## config.mk

```make
export PLATFORM = sky130hd
export DESIGN_NAME = fetch_stage
export DESIGN_NICKNAME = d
export VERILOG_FILES = /design/src/rtl/fetch_stage_pkg.sv /design/src/rtl/fetch_skid_buf.sv /design/src/rtl/fetch_stage.sv
export SDC_FILE = /design/constraint.sdc
export NUM_CORES = 1
export LEC_CHECK = 0
export CAP_MARGIN = 25
export CORE_MARGIN = 10
export CORE_UTILIZATION = 57
export DETAILED_ROUTE_END_ITERATION = 16
export HOLD_SLACK_MARGIN = 0.02
export PLACE_DENSITY = 0.95
export SLEW_MARGIN = 0
export SYNTH_ARGS = -nofsm -noshare
export SYNTH_HDL_FRONTEND = slang
export SYNTH_SLANG_ARGS = --single-unit
```

## constraint.sdc

```tcl
create_clock -name clk -period 9.53 [get_ports clk]
set_input_delay 1.4295 -clock clk [delete_from_list [all_inputs] [get_ports clk]]
set_output_delay 1.4295 -clock clk [all_outputs]
set_load 0.05 [all_outputs]
```

## src/rtl/fetch_stage_pkg.sv

```systemverilog
// Shared pipeline types: fetch FSM states, NOP encoding and the IF/ID record.
// Latency: n/a (types and constants only).
// Backpressure: n/a.
package fetch_stage_pkg;

  typedef enum logic [1:0] {
    FETCH = 2'd0,  // no request outstanding
    WAIT  = 2'd1,  // one request outstanding
    HOLD  = 2'd2   // skid buffer full, waiting for decode to accept
  } fetch_state_e;

  localparam logic [31:0] NOP_INSTR = 32'h0000_0000;

  // IF/ID pipeline record, also consumed by the decode stage.
  typedef struct packed {
    logic        valid;
    logic [31:0] instr;
    logic [31:0] pc4;
  } if_id_t;

endpackage

```

## src/rtl/fetch_skid_buf.sv

```systemverilog
// One-entry skid register holding a fetched word while decode is stalled.
// Latency: loaded word visible the cycle after load_i.
// Backpressure: none of its own; the fetch FSM never loads it while full.
//
// Ports: clk/rst (async active-high); load_i captures instr_i/pc4_i;
// drain_i and clear_i empty the entry (clear_i wins over load_i);
// valid_o/instr_o/pc4_o expose the held entry.
module fetch_skid_buf
  import fetch_stage_pkg::*;
(
  input  logic        clk,
  input  logic        rst,
  input  logic        load_i,
  input  logic        drain_i,
  input  logic        clear_i,
  input  logic [31:0] instr_i,
  input  logic [31:0] pc4_i,
  output logic        valid_o,
  output logic [31:0] instr_o,
  output logic [31:0] pc4_o
);

  logic        valid_q, valid_d;
  logic [31:0] instr_q, instr_d;
  logic [31:0] pc4_q, pc4_d;

  always_comb begin
    valid_d = valid_q;
    instr_d = instr_q;
    pc4_d   = pc4_q;
    if (clear_i || drain_i) begin
      valid_d = 1'b0;
    end else if (load_i) begin
      valid_d = 1'b1;
      instr_d = instr_i;
      pc4_d   = pc4_i;
    end
  end

  always_ff @(posedge clk or posedge rst) begin
    if (rst) begin
      valid_q <= 1'b0;
      instr_q <= NOP_INSTR;
      pc4_q   <= 32'h0;
    end else begin
      valid_q <= valid_d;
      instr_q <= instr_d;
      pc4_q   <= pc4_d;
    end
  end

  assign valid_o = valid_q;
  assign instr_o = instr_q;
  assign pc4_o   = pc4_q;

endmodule

```

## src/rtl/fetch_stage.sv

```systemverilog
// Instruction fetch stage with IF/ID register and one-entry skid buffer.
// Latency: request accepted in cycle N, data in N+1, IF/ID valid in N+2.
// Backpressure: stall_i holds IF/ID; a word returning under stall parks in the skid.
//
// Ports: clk, rst (async active-high); stall_i/redirect_i/redirect_pc_i from
// decode/execute; imem_req_o/imem_addr_o/imem_ready_i request channel;
// imem_rvalid_i/imem_rdata_i in-order response (max one outstanding);
// if_id_valid_o/if_id_instr_o/if_id_pc4_o to decode.
// Optional macro FETCH_PERF_CNT_EN adds perf_fetched_o and perf_bubbles_o.
module fetch_stage
  import fetch_stage_pkg::*;
#(
  parameter logic [31:0] RESET_PC = 32'h0000_0000
) (
  input  logic        clk,
  input  logic        rst,
  input  logic        stall_i,
  input  logic        redirect_i,
  input  logic [31:0] redirect_pc_i,
  output logic        imem_req_o,
  output logic [31:0] imem_addr_o,
  input  logic        imem_ready_i,
  input  logic        imem_rvalid_i,
  input  logic [31:0] imem_rdata_i,
  output logic        if_id_valid_o,
  output logic [31:0] if_id_instr_o,
  output logic [31:0] if_id_pc4_o
`ifdef FETCH_PERF_CNT_EN
  ,
  output logic [31:0] perf_fetched_o,
  output logic [31:0] perf_bubbles_o
`endif
);

  fetch_state_e state_q, state_d;
  logic [31:0]  pc_q, pc_d;
  logic [31:0]  req_pc_q, req_pc_d;
  logic         drop_q, drop_d;
  if_id_t       if_id_q, if_id_d;
  logic         req_c;

  logic         skid_load, skid_drain, skid_clear, skid_valid;
  logic [31:0]  skid_instr, skid_pc4;

  // Target alignment bits are intentionally dropped.
  logic         unused_redirect_lsbs;
  assign unused_redirect_lsbs = ^redirect_pc_i[1:0];

  fetch_skid_buf u_skid (
    .clk     (clk),
    .rst     (rst),
    .load_i  (skid_load),
    .drain_i (skid_drain),
    .clear_i (skid_clear),
    .instr_i (imem_rdata_i),
    .pc4_i   (req_pc_q + 32'd4),
    .valid_o (skid_valid),
    .instr_o (skid_instr),
    .pc4_o   (skid_pc4)
  );

  always_comb begin
    state_d    = state_q;
    pc_d       = pc_q;
    req_pc_d   = req_pc_q;
    drop_d     = drop_q;
    if_id_d    = if_id_q;
    req_c      = 1'b0;
    skid_load  = 1'b0;
    skid_drain = 1'b0;
    skid_clear = 1'b0;

    // With decode accepting, IF/ID becomes a bubble unless a word lands below.
    // A bubble keeps instr/pc4 so only valid toggles.
    if (!stall_i) if_id_d.valid = 1'b0;

    unique case (state_q)
      FETCH: begin
        req_c = 1'b1;
        if (imem_ready_i) begin
          req_pc_d = pc_q;
          pc_d     = pc_q + 32'd4;
          state_d  = WAIT;
        end
      end
      WAIT: begin
        if (imem_rvalid_i) begin
          if (drop_q) begin
            drop_d  = 1'b0;
            state_d = FETCH;
          end else if (!stall_i) begin
            if_id_d = '{valid: 1'b1, instr: imem_rdata_i, pc4: req_pc_q + 32'd4};
            // Chained issue keeps one word per cycle in steady state.
            req_c = 1'b1;
            if (imem_ready_i) begin
              req_pc_d = pc_q;
              pc_d     = pc_q + 32'd4;
            end else begin
              state_d = FETCH;
            end
          end else begin
            skid_load = 1'b1;
            state_d   = HOLD;
          end
        end
      end
      HOLD: begin
        if (!stall_i) begin
          if_id_d    = '{valid: skid_valid, instr: skid_instr, pc4: skid_pc4};
          skid_drain = 1'b1;
          state_d    = FETCH;
        end
      end
      default: state_d = FETCH;
    endcase

    // Redirect overrides everything decided above.
    if (redirect_i) begin
      pc_d          = {redirect_pc_i[31:2], 2'b00};
      if_id_d.valid = 1'b0;
      skid_clear    = 1'b1;
      skid_load     = 1'b0;
      skid_drain    = 1'b0;
      req_c         = 1'b0;
      req_pc_d      = req_pc_q;
      if (state_q == WAIT && !imem_rvalid_i) begin
        // The in-flight word still has to come back; swallow it.
        drop_d  = 1'b1;
        state_d = WAIT;
      end else begin
        drop_d  = 1'b0;
        state_d = FETCH;
      end
    end
  end

  always_ff @(posedge clk or posedge rst) begin
    if (rst) begin
      state_q  <= FETCH;
      pc_q     <= RESET_PC;
      req_pc_q <= RESET_PC;
      drop_q   <= 1'b0;
      if_id_q  <= '{valid: 1'b0, instr: NOP_INSTR, pc4: 32'h0};
    end else begin
      state_q  <= state_d;
      pc_q     <= pc_d;
      req_pc_q <= req_pc_d;
      drop_q   <= drop_d;
      if_id_q  <= if_id_d;
    end
  end

  // No request is presented while reset is held.
  assign imem_req_o    = req_c & ~rst;
  assign imem_addr_o   = pc_q;
  assign if_id_valid_o = if_id_q.valid;
  assign if_id_instr_o = if_id_q.instr;
  assign if_id_pc4_o   = if_id_q.pc4;

`ifdef FETCH_PERF_CNT_EN
  logic [31:0] perf_fetched_q, perf_bubbles_q;
  logic        if_id_we;

  // IF/ID is written whenever decode accepts or a redirect flushes it.
  assign if_id_we = redirect_i | ~stall_i;

  always_ff @(posedge clk or posedge rst) begin
    if (rst) begin
      perf_fetched_q <= 32'h0;
      perf_bubbles_q <= 32'h0;
    end else if (if_id_we) begin
      if (if_id_d.valid) perf_fetched_q <= perf_fetched_q + 32'd1;
      else               perf_bubbles_q <= perf_bubbles_q + 32'd1;
    end
  end

  assign perf_fetched_o = perf_fetched_q;
  assign perf_bubbles_o = perf_bubbles_q;
`else
  // Counters are not built in this configuration.
`endif

endmodule
```

==> impl_metrics.toml <==
[run_status]
outcome = "finished, final reports clean"

[layout]
drive_above_1_share_pct = 11.7
fillerInstances = 969
utilization_pct = 73.2
syn_to_final_growth_pct = 25.7
multi_input_area_um2 = 3850
nets = 1045
seqCellArea_um2 = 4750
diodes = 0

[floorplan]
core_area_um2 = 15300
die_w_um = 145
floorplan.initialDensity_pct = 58.2
boundaryPins = 168
rows = 45
die_area_um2 = 21000
fp.dieH_um = 145

[worst_setup_path]
critPathKind = "in -> out"
cpMostUsedCell = "clkdlybuf4s50_1"
critical-path-max-stage-delay_ps = 860
worst_path_max_delay_cell = "clkdlybuf4s50_1"
cp_cell_sequence = "clkdlybuf4s50_1, and4bb_2, nor2_1, nor3_1, clkdlybuf4s50_1"
required_ps = 8100
critPathMaxFanout = 11
critPathArrivalTime_ps = 3520
critPathLaunchType = "primary input"
end_kind = "primary output"
r2r_cells = 6

[timing]
skew_ps = 16.5
finalCritPeriodShare_pct = 51.9
setup_violations = 0
finalSetupTns_ps = 0
slew_violations = 0
fmax_mhz = 202
worst_pin_slew_ps = 1060
layout_setup_ws_ps = 4580
finalCriticalPeriod_ps = 4950
relSlewSlack_pct = 29.1
hold_violations = 0
rsz0062_at_grt = "no"

[cts]
postCtsSetupRepairBufs = 0
clkTransAtPathRegs_ps = 60
tritoncts = "done"
cts_made_buffers = 17
clk_latency_ps = 440
postCtsHoldBufs = 0
htree_num_levels = 4
post_cts_resized = 0
cts_sinks = 190
clockBufferDepth = 2
clock-root-buffer = "clkbuf_16"

[place]
dp_slack_ps = 4580
place.gp.congestion = 0.868
hpwl_mm = 15.4
portBuffers = 163

[detailed_routing]
vias_per_cell = 5.94
wl_mm = 23.1
drt-met1-wl_mm = 9.44
route.met3.wl_mm = 1.80
via_count = 7079
first_iter_violations = 579
drc_errors = 0
dr_wl_met2_mm = 11.2
routed.top_layer = "met4"
wire_per_inst_um = 19.4
drt_pass1_iterations = 5
ant_nets = 0

[global_route]
grt_overflow_total = 0
grt.total_usage_pct = 21.8
first_global_vias = 6823
grt_pass1_wl_mm = 36.3
antenna_found_initial = 0
grt_max_degree = 106

[synth]
synth_flop_cell = "dfrtp_1"
synth-compound-area-share_pct = 14.5
synth-edff-count = 0
synth_xor_area_share_pct = 5.52
yosysWarnings = 0
synth-simple-area-share_pct = 14.3
yosysMostFrequentCell = "dfrtp_1"
synth_mux_area_share_pct = 8.04
synth_common_cells = "190 x dfrtp_1, 83 x nor2_1, 72 x nand2_1"
synthAdderAreaFrac_pct = 0.704
synth_area_leaders = "dfrtp_1 53%, mux2_2 7.5%, a22oi_1 4.6%"
synth_seq_cells = 190
syn_inst = 838
ys_seq_area_share_pct = 53.5
synth_top_area_share_pct = 53.5
netlist_area_um2 = 8890
synth_top_family_by_area = "compound AO/OA/AOI/OAI gates"
synth_largest_area_cell = "dfrtp_1"
synthArstFlopShare_pct = 100
syn_avg_cell_area_um2 = 10.6
synth.distinct_cells = 52

[power]
power_density_nw_per_um2 = 269
power_w = 0.00300
ir_drop_mv = 0.167
leakage_nw = 4.54

[run]
maxCapViolCount = 0

[worst_hold_path]
min_path_cells = 2
hold_path.class = "reg -> reg"
## per-stage QoR
step                cells  hold slack [ps]  cell area (um^2)
floorplan             839              474              8890
global placement     1161              461             10600
detailed placement   1161              475             10600
CTS                  1190              489             11100
global route         1191              514             11200
finish               1191              480             11200
## critical path: cells and delay by family
family	cells	cell delay [ps]
AND/OR/NAND/NOR	3	600
buffers and inverters	2	1490
## placed cells by master, fill, tap and decap left out, types with 6 or more instances in the layout
cell	count
a21oi_1	31
a22o_1	34
a22oi_1	55
and3_1	8
and4_1	6
buf_4	8
clkbuf_16	17
clkdlybuf4s50_1	162
dfrtp_1	190
inv_1	10
mux2_2	59
nand2_1	72
nand3_1	30
nand4_1	21
nor2_1	82
nor3_1	7
o21ai_0	56
xnor2_1	24
xor2_1	32
## sequential cells by signal, indices dropped and copies added (netlist names)
name,flops
imem_addr_o,30
req_pc_q,30
u_skid.instr_o,32
u_skid.valid_o,1
if_id_valid_o,1
u_skid.pc4_o,30
if_id_instr_o,32
state_q,2
if_id_pc4_o,31
drop_q,1
## power breakdown
group | leakage, nW | total (W) | switching, W | internal (W)
Combinational | 1.86 | 0.00103 | 0.000625 | 0.000407
Clock | 0.262 | 0.000669 | 0.000298 | 0.000372
Sequential | 2.41 | 0.00130 | 0.000228 | 0.00107
Total | 4.54 | 0.00300 | 0.00115 | 0.00185
## per-layer routing
| layer | track usage (%) | up-vias |
|---|---|---|
| met5 | 0 | - |
| met4 | 8.56 | 0 |
| met3 | 5.08 | 55 |
| met2 | 34.5 | 283 |
| met1 | 28.6 | 3498 |
| li1 | - | 3243 |
## path summary, 6_finish.rpt
path | endpoint | slack, ps | start
setup / recovery | imem_req_o | 4580 | stall_i
hold reg to reg | if_id_pc4_o[13] | 480 | if_id_pc4_o[13]
setup reg to reg | u_skid.instr_o[2] | 6510 | state_q[1]
hold / removal | if_id_pc4_o[13] | 480 | if_id_pc4_o[13]
min in group asynchronous | imem_addr_o[8] | 1650 | rst
max in group asynchronous | req_pc_q[29] | 6630 | rst
## cells by family (layout without fill, tap and decap cells)
logic type,Yosys count,in the layout
other cells,1,2
mux,64,64
simple gates,257,257
buf+inv,71,212
compound gates,194,194
fa+ha+maj,5,5
flops,190,190
xor+xnor,56,56
## final cells by class
type / instances / share of cell area (%)
clock inverters: 8 / 0.761
flip-flops and latches: 190 / 42.6
well taps: 211 / 2.36
multi-input cells: 578 / 34.4
inverters: 11 / 0.414
repair buffers: 172 / 15.3
clock buffers: 21 / 4.12
(Power assumes the default switching activity.)
